[src/rtl/regfile_seq.sv]
// Sequencer for an external 8x8 register file: runs NOP, CLEAR, SWAP and INC
// commands over read ports Ra/Rb and a single write port Wd/Wdat/Wen.
module regfile_seq (
  input  logic       Clk,
  input  logic       Reset,
  input  logic       Start,
  input  logic [1:0] Op,
  input  logic [2:0] SrcA,
  input  logic [2:0] SrcB,
  input  logic [7:0] RdatA,
  input  logic [7:0] RdatB,
  output logic [2:0] Ra,
  output logic [2:0] Rb,
  output logic [2:0] Wd,
  output logic [7:0] Wdat,
  output logic       Wen,
  output logic       Busy,
  output logic       Done,
  output logic       Carry
);

  localparam logic [1:0] OP_NOP   = 2'b00;
  localparam logic [1:0] OP_CLEAR = 2'b01;
  localparam logic [1:0] OP_SWAP  = 2'b10;
  localparam logic [1:0] OP_INC   = 2'b11;

  typedef enum logic [2:0] {
    S_IDLE   = 3'd0,
    S_CLR    = 3'd1,
    S_SW_RD  = 3'd2,
    S_SW_WA  = 3'd3,
    S_SW_WB  = 3'd4,
    S_INC_WR = 3'd5,
    S_DONE   = 3'd6
  } state_e;

  state_e     state_q;
  logic [1:0] op_q;
  logic [2:0] a_q;
  logic [2:0] b_q;
  logic [2:0] cnt_q;
  logic [7:0] ta_q;
  logic [7:0] tb_q;
  logic       carry_q;

  // Command FSM; operands are latched only on acceptance in IDLE, unused encoding falls back to IDLE.
  always_ff @(posedge Clk) begin
    if (Reset) begin
      state_q <= S_IDLE;
      op_q    <= 2'b00;
      a_q     <= 3'd0;
      b_q     <= 3'd0;
      cnt_q   <= 3'd0;
      ta_q    <= 8'd0;
      tb_q    <= 8'd0;
      carry_q <= 1'b0;
    end else begin
      case (state_q)
        S_IDLE: begin
          if (Start) begin
            op_q  <= Op;
            a_q   <= SrcA;
            b_q   <= SrcB;
            cnt_q <= 3'd0;
            case (Op)
              OP_NOP:   state_q <= S_DONE;
              OP_CLEAR: state_q <= S_CLR;
              OP_SWAP:  state_q <= S_SW_RD;
              OP_INC: begin
                state_q <= S_INC_WR;
                carry_q <= 1'b0;
              end
              default:  state_q <= S_IDLE;
            endcase
          end else begin
            state_q <= S_IDLE;
          end
        end
        S_CLR: begin
          cnt_q <= cnt_q + 3'd1;
          if (cnt_q == 3'd7) begin
            state_q <= S_DONE;
          end else begin
            state_q <= S_CLR;
          end
        end
        S_SW_RD: begin
          ta_q <= RdatA;
          tb_q <= RdatB;
          if (a_q == b_q) begin
            state_q <= S_DONE;
          end else begin
            state_q <= S_SW_WA;
          end
        end
        S_SW_WA: state_q <= S_SW_WB;
        S_SW_WB: state_q <= S_DONE;
        S_INC_WR: begin
          if ((op_q == OP_INC) && (RdatA == 8'hFF)) begin
            carry_q <= 1'b1;
          end else begin
            carry_q <= carry_q;
          end
          state_q <= S_DONE;
        end
        S_DONE:  state_q <= S_IDLE;
        default: state_q <= S_IDLE;
      endcase
    end
  end

  assign Ra    = a_q;
  assign Rb    = b_q;
  assign Carry = carry_q;

  // Moore decode of the write port and status; INC write data follows the live read port A.
  always_comb begin
    Wen  = 1'b0;
    Wd   = 3'd0;
    Wdat = 8'd0;
    Busy = 1'b0;
    Done = 1'b0;
    case (state_q)
      S_IDLE: begin
        Busy = 1'b0;
      end
      S_CLR: begin
        Wen  = 1'b1;
        Wd   = cnt_q;
        Busy = 1'b1;
      end
      S_SW_RD: begin
        Busy = 1'b1;
      end
      S_SW_WA: begin
        Wen  = 1'b1;
        Wd   = a_q;
        Wdat = tb_q;
        Busy = 1'b1;
      end
      S_SW_WB: begin
        Wen  = 1'b1;
        Wd   = b_q;
        Wdat = ta_q;
        Busy = 1'b1;
      end
      S_INC_WR: begin
        Wen  = 1'b1;
        Wd   = a_q;
        Wdat = RdatA + 8'd1;
        Busy = 1'b1;
      end
      S_DONE: begin
        Done = 1'b1;
      end
      default: begin
        Busy = 1'b0;
      end
    endcase
  end

endmodule

[config.mk]
export PLATFORM = sky130hd
export DESIGN_NAME = regfile_seq
export DESIGN_NICKNAME = d
export VERILOG_FILES = /design/src/rtl/regfile_seq.sv
export SDC_FILE = /design/constraint.sdc
export NUM_CORES = 1
export LEC_CHECK = 0
export CORE_MARGIN = 2
export CORE_UTILIZATION = 41
export DETAILED_ROUTE_END_ITERATION = 12
export GPL_TIMING_DRIVEN = 0
export PLACE_DENSITY = 0.73
export SLEW_MARGIN = 5
export SYNTH_ARGS = -nofsm -noshare
export SYNTH_HDL_FRONTEND = slang
export SYNTH_SLANG_ARGS = --single-unit
[constraint.sdc]
create_clock -name Clk -period 1.2 [get_ports Clk]
set_input_delay 0.24 -clock Clk [delete_from_list [all_inputs] [get_ports Clk]]
set_output_delay 0.24 -clock Clk [all_outputs]
set_load 0.02 [all_outputs]
==> out/qor.yml, run 1 <==
outcome: "finished with violations"
violations: "negative setup slack"
synth_common_cells: "nand2_1 (56), dfxtp_1 (31), a21oi_1 (30), nor2_1 (11)"
ant_nets: 0
core_area_um2: 3943
powerDensity_nw_per_um2: 2054
htree_num_levels: 2
yosysMostFrequentCell: "nand2_1"
cts_tree: "yes"
die-area_um2: 4571
cts_max_path_buffers: 2
cp-end-kind: "output pin"
design_area_um2: 3201
routabilityCongestion: 0.8154
dr_wl_met2_um: 3099
die_h_um: 67.61
first_iter_violations: 57
n_antenna_cell: 0
grt_pass1_wl_um: 8652
syn_area_um2: 1659
drv_slew: 0
period_minus_slack_ns: 1.773
ctsHoldBuffers: 0
yosysTopAreaCell: "dfxtp_1"
ir_drop_mv: 0.9314
dp_hpwl_um: 3312
synth_area_leaders: "dfxtp_1 (37%), nand2_1 (13%), a21oi_1 (9.0%)"
grt_setup_unrepaired: "true"
numPortBuffers: 47
grt_overflow: 0
dp.cells: 310
synth_nets: 247
hold_violations: 0
yosys_warnings: 0
wl_met1_um: 2733
wl_per_cell_um: 17.29
yosysSeqAreaShare_pct: 37.41
clk_latency_ns: 0.28
cp_slowest_cell: "dfxtp_4"
clk_pin_slew_ns: 0.07
crit_required_ns: 0.96
synthArstFlopShare_pct: 0
grt_max_degree: 11
min_path_type: "in -> reg"
synth_edf_count: 0
period_share_pct: 147.8
cp.arrival_ns: 1.53
crit_family: "compound AO/OA/AOI/OAI gates"
fillCellCount: 243
num_rows: 23
clock-root-buffer: "clkbuf_8"
hold_ws_ns: 0.3918
slowest_delay_ns: 0.37
synth_flop_cell: "dfxtp_1"
first_pass_iters: 4
layout-drive-gt1-share_pct: 54.90
final.setup.tns_ns: -16.37
drc: 0
routed.top_layer: "met4"
vias_per_cell: 5.402
wl_met3_um: 240
setup_slack_ns: -0.5734
die_w_um: 67.61
criticalPathCategory: "reg -> out"
clock-sinks: 31
start_util_pct: 42.08
fin_worst_skew_ns: 0.004798
syn-mean-instance-area_um2: 7.789
grt_util_all_layers_pct: 25.75
synthCells: 213
cp_cell_sequence: "buf_8, xor2_2, a22o_1, a22o_4, buf_6"
yosysUniqueCellTypes: 36
setup_viol: 45
routed_wl_um: 6157
crit_buf_inv: 2
r2r_slack_ns: -0.49
worstSetupStartpointType: "flip-flop"
p_leak_nw: 1.351
ys_ff_latch: 31
vias: 1923
worstMarginPinSlew_ns: 0.3371
cts_inserted_buffers: 5
final_cells: 356
area_growth_pct: 92.91
grt_pass1_vias: 1807
fin_nets: 339
clock.fmax_mhz: 563.9
maxCapViolCount: 0
top_level_ports: 48
place_area_um2: 2300
synth.top_cell.area_share_pct: 37.41
slew_headroom_pct: 77.35
antenna_found_initial: 0
cp_max_fo: 5
-- power by group --
part / internal, mW / switching, mW / leakage, nW / total (mW)
combinational: 1.97 / 1.97 / 1.03 / 3.95
clock: 0.671 / 0.399 / 0.0612 / 1.07
sequential: 1.29 / 0.269 / 0.257 / 1.56
-- registers in the layout, summed over array words and instances (netlist names) --
name,cells
ta_q,8
tb_q,8
Ra,3
Rb,3
cnt_q,3
state_q,3
op_q,2
Carry,1
-- final cells by class --
type,count,area [um2],share of cell area (%)
Timing Repair Buffer,87,872.1,27.25
Sequential cell,31,639.4,19.98
Multi-Input combinational cell,168,1401,43.78
Clock inverter,2,35.03,1.095
Buffer,8,90.09,2.815
Tap cell,50,62.56,1.955
Inverter,4,17.52,0.5473
Clock buffer,6,82.58,2.580
-- routing by layer --
| metal | track usage, % | up-vias |
|---|---|---|
| met1 | 32.59 | 939 |
| met2 | 43.38 | 53 |
| met5 | 0 | - |
| li1 | - | 923 |
| met4 | 8.929 | 0 |
| met3 | 5.000 | 8 |
-- cell usage in the layout, fill, tap and decap left out, types with 2 or more instances in the layout --
master           synthesis  layout
clkbuf_8                 0       6
nor3b_4                  0       3
a22o_1                   7       3
a21oi_1                 30      10
nand2_2                  0      13
clkbuf_4                 0       3
buf_12                   0       3
buf_6                    0      32
o21ai_1                  1       3
clkdlybuf4s15_2          0       5
nand2_8                  0       2
o21a_1                   2       2
a22o_4                   0       4
dfxtp_1                 31      22
buf_8                    0       4
nor2_1                  11       8
dfxtp_2                  0       6
dlygate4sd2_1            0       6
nand3_1                  7       6
buf_4                    3      20
xor2_1                   9       8
dfxtp_4                  0       3
a21oi_2                  0      20
nand2_4                  0       9
o21ai_2                  0       6
inv_1                    3       3
buf_2                    4       3
nor2_4                   0       3
a22oi_2                  0       5
clkdlybuf4s50_1          0      18
nand2_1                 56      32
ha_1                     7       6
-- path summary, 6_finish.rpt --
path / to / depth (start not counted) / startpoint
hold reg to reg: op_q[0]$_SDFFE_PP0P_ / 2 / op_q[0]$_SDFFE_PP0P_
setup reg to reg: ta_q[7]$_SDFFE_PP0N_ / 8 / state_q[2]$_SDFF_PP0_
setup / recovery: Wd[2] / 5 / state_q[2]$_SDFF_PP0_
hold / removal: ta_q[1]$_SDFFE_PP0N_ / 3 / RdatA[1]
-- tightest hold or removal path: stages --
cell and delay [ns]:
clkdlybuf4s15_2 0.25, nand2_2 0.09, a21oi_2 0.05
-- per-stage QoR --
step	total power, mW	utilization [%]	setup WS, ns
CTS	5.775	73.37	-0.5789
detailed placement	3.635	58.33	-1.251
global placement	3.609	58.33	-1.225
floorplan	2.925	-	-0.1360
finish	6.574	81.18	-0.5734
global route	6.867	81.18	-0.5980
-- logic make-up after synthesis --
family / after synthesis / share of synthesized area (%)
multiplexers: 2 / 1.207
flip-flops: 31 / 37.41
buffers and inverters: 14 / 4.147
adder cells (fa/ha/maj): 7 / 5.279
AND/OR/NAND/NOR: 90 / 25.34
XOR/XNOR: 10 / 5.279
AO/OA/AOI/OAI: 59 / 21.34
-- what timing repair did --
item / in CTS / in global routing
gates resized for setup: 177 / 78
pin swaps: 21 / 33
gates cloned: 0 / 1
setup endpoints to repair: 48 / 49
buffers inserted: 29 / 10
Power figures use the tool's default switching activity.
==> run 2, diff against run 1 <==
Settings changed: CAP_MARGIN set to 30, SETUP_SLACK_MARGIN set to 0.2.
==> out/qor.yml, run 2 (same netlist as run 1, synthesis figures left out) <==
slew_headroom_pct: 76.68
fin_worst_skew_ns: 0.002696
dp_hpwl_um: 3184
crit_required_ns: 0.96
routed_wl_um: 6287
cp_slowest_cell: "dfxtp_4"
clock.fmax_mhz: 555.8
first_iter_violations: 76
period_share_pct: 149.9
ant_nets: 0
layout-drive-gt1-share_pct: 51.32
cts_inserted_buffers: 5
die_h_um: 67.61
setup_slack_ns: -0.5992
drc: 0
clock-root-buffer: "clkbuf_8"
vias_per_cell: 5.506
cp_cell_sequence: "buf_8, xor2_2, a22o_1, a22o_4, buf_6"
min_path_type: "in -> reg"
grt_util_all_layers_pct: 25.76
crit_buf_inv: 2
wl_per_cell_um: 17.86
numPortBuffers: 47
final_cell_mix: "buf_6 (34), nand2_1 (33), dfxtp_1 (21), buf_4 (19), clkdlybuf4s50_1 (18)"
ir_drop_mv: 1.131
core_area_um2: 3943
fillCellCount: 253
worstSetupStartpointType: "flip-flop"
clk_latency_ns: 0.29
num_rows: 23
clock-sinks: 31
vias: 1938
hold_violations: 0
top_level_ports: 48
drv_slew: 0
final.setup.tns_ns: -15.89
final_common_cell: "buf_6"
area_growth_pct: 91.55
grt_pass1_vias: 1756
final_util_pct: 80.61
n_antenna_cell: 0
first_pass_iters: 4
p_leak_nw: 1.323
worstMarginPinSlew_ns: 0.3490
fin_nets: 335
cp-end-kind: "output pin"
slowest_delay_ns: 0.37
antenna_found_initial: 0
cp.arrival_ns: 1.56
grt_overflow: 0
cp_max_fo: 7
die_w_um: 67.61
post-place-ws_ns: -1.230
cts_tree: "yes"
power.total_mw: 6.575
grt_pass1_wl_um: 8666
grt_max_degree: 11
powerDensity_nw_per_um2: 2069
routabilityCongestion: 0.8832
maxCapViolCount: 0
reg.largest.list: "ta_q: 8 flops, tb_q: 8 flops"
setup_viol: 45
criticalPathCategory: "reg -> out"
violations: "negative setup slack"
crit_family: "compound AO/OA/AOI/OAI gates"
period_minus_slack_ns: 1.799
grt_setup_unrepaired: "true"
outcome: "finished with violations"
start_util_pct: 42.08
htree_num_levels: 2
die-area_um2: 4571
clk_pin_slew_ns: 0.07
cts_max_path_buffers: 2
-- run 2: worst paths after layout --
path / endpoint / cells after the start / from / slack [ns]
min: ta_q[1]$_SDFFE_PP0N_ / 3 / RdatA[1] / 0.37
max reg2reg: state_q[1]$_SDFF_PP0_ / 8 / state_q[0]$_SDFF_PP0_ / -0.43
min reg2reg: op_q[0]$_SDFFE_PP0P_ / 2 / op_q[0]$_SDFFE_PP0P_ / 0.47
max: Wd[0] / 5 / state_q[2]$_SDFF_PP0_ / -0.60
-- run 2: stage by stage --
| stage | area, um2 | cells | hold WS [ns] |
|---|---|---|---|
| 3_3_place_gp | 2305 | 310 | 0.4383 |
| 3_5_place_dp | 2305 | 310 | 0.4468 |
| 4_1_cts | 2835 | 344 | 0.3390 |
| 5_1_grt | 3178 | 352 | 0.3675 |
| 2_1_floorplan | 1772 | 213 | 0.3676 |
| 6_report | 3178 | 352 | 0.3676 |
-- run 2: timing repair --
item                                    4_1_cts  5_1_grt
hold buffers                                  0        0
setup buffers                                25        7
pin swaps                                    16       20
resized for setup                           191       67
endpoints found under the setup margin       52       52
cloned                                        1        1
-- run 2: where the power goes --
| group | total, mW | internal (mW) | switching, mW |
|---|---|---|---|
| sequential | 1.55 | 1.29 | 0.256 |
| clock | 1.11 | 0.672 | 0.435 |
| combinational | 3.92 | 1.96 | 1.97 |
-- run 2: routing by layer --
layer | wire length, um | global-route usage (%) | vias up
met3 | 336 | 6.500 | 19
met1 | 2469 | 31.19 | 932
met2 | 3298 | 45.34 | 75
met4 | 182 | 6.122 | 0
li1 | - | - | 912
met5 | 0 | 0 | -
-- run 2: layout make-up --
| type | count | area (um2) | area share (%) |
|---|---|---|---|
| Multi-Input combinational cell | 168 | 1374 | 43.23 |
| Timing Repair Buffer | 81 | 833.3 | 26.22 |
| Clock inverter | 2 | 35.03 | 1.102 |
| Tap cell | 50 | 62.56 | 1.969 |
| Buffer | 10 | 122.6 | 3.858 |
| Sequential cell | 31 | 653.1 | 20.55 |
| Clock buffer | 6 | 82.58 | 2.598 |
| Inverter | 4 | 15.01 | 0.4724 |
-- run 2: worst reg2reg max path: stages (launching register included) --
cell	delay [ns]
dfxtp_2	0.32
buf_8	0.13
buf_6	0.12
buf_4	0.13
nor4b_2	0.34
buf_4	0.22
o21ai_0	0.10
o21ai_0	0.09
o21a_1	0.12
==> run 3, diff against run 2 <==
Settings changed: SLEW_MARGIN 5 to 10.
==> results of run 3 <==
No change in the layout: final DEF, timing and power equal those of run 2.
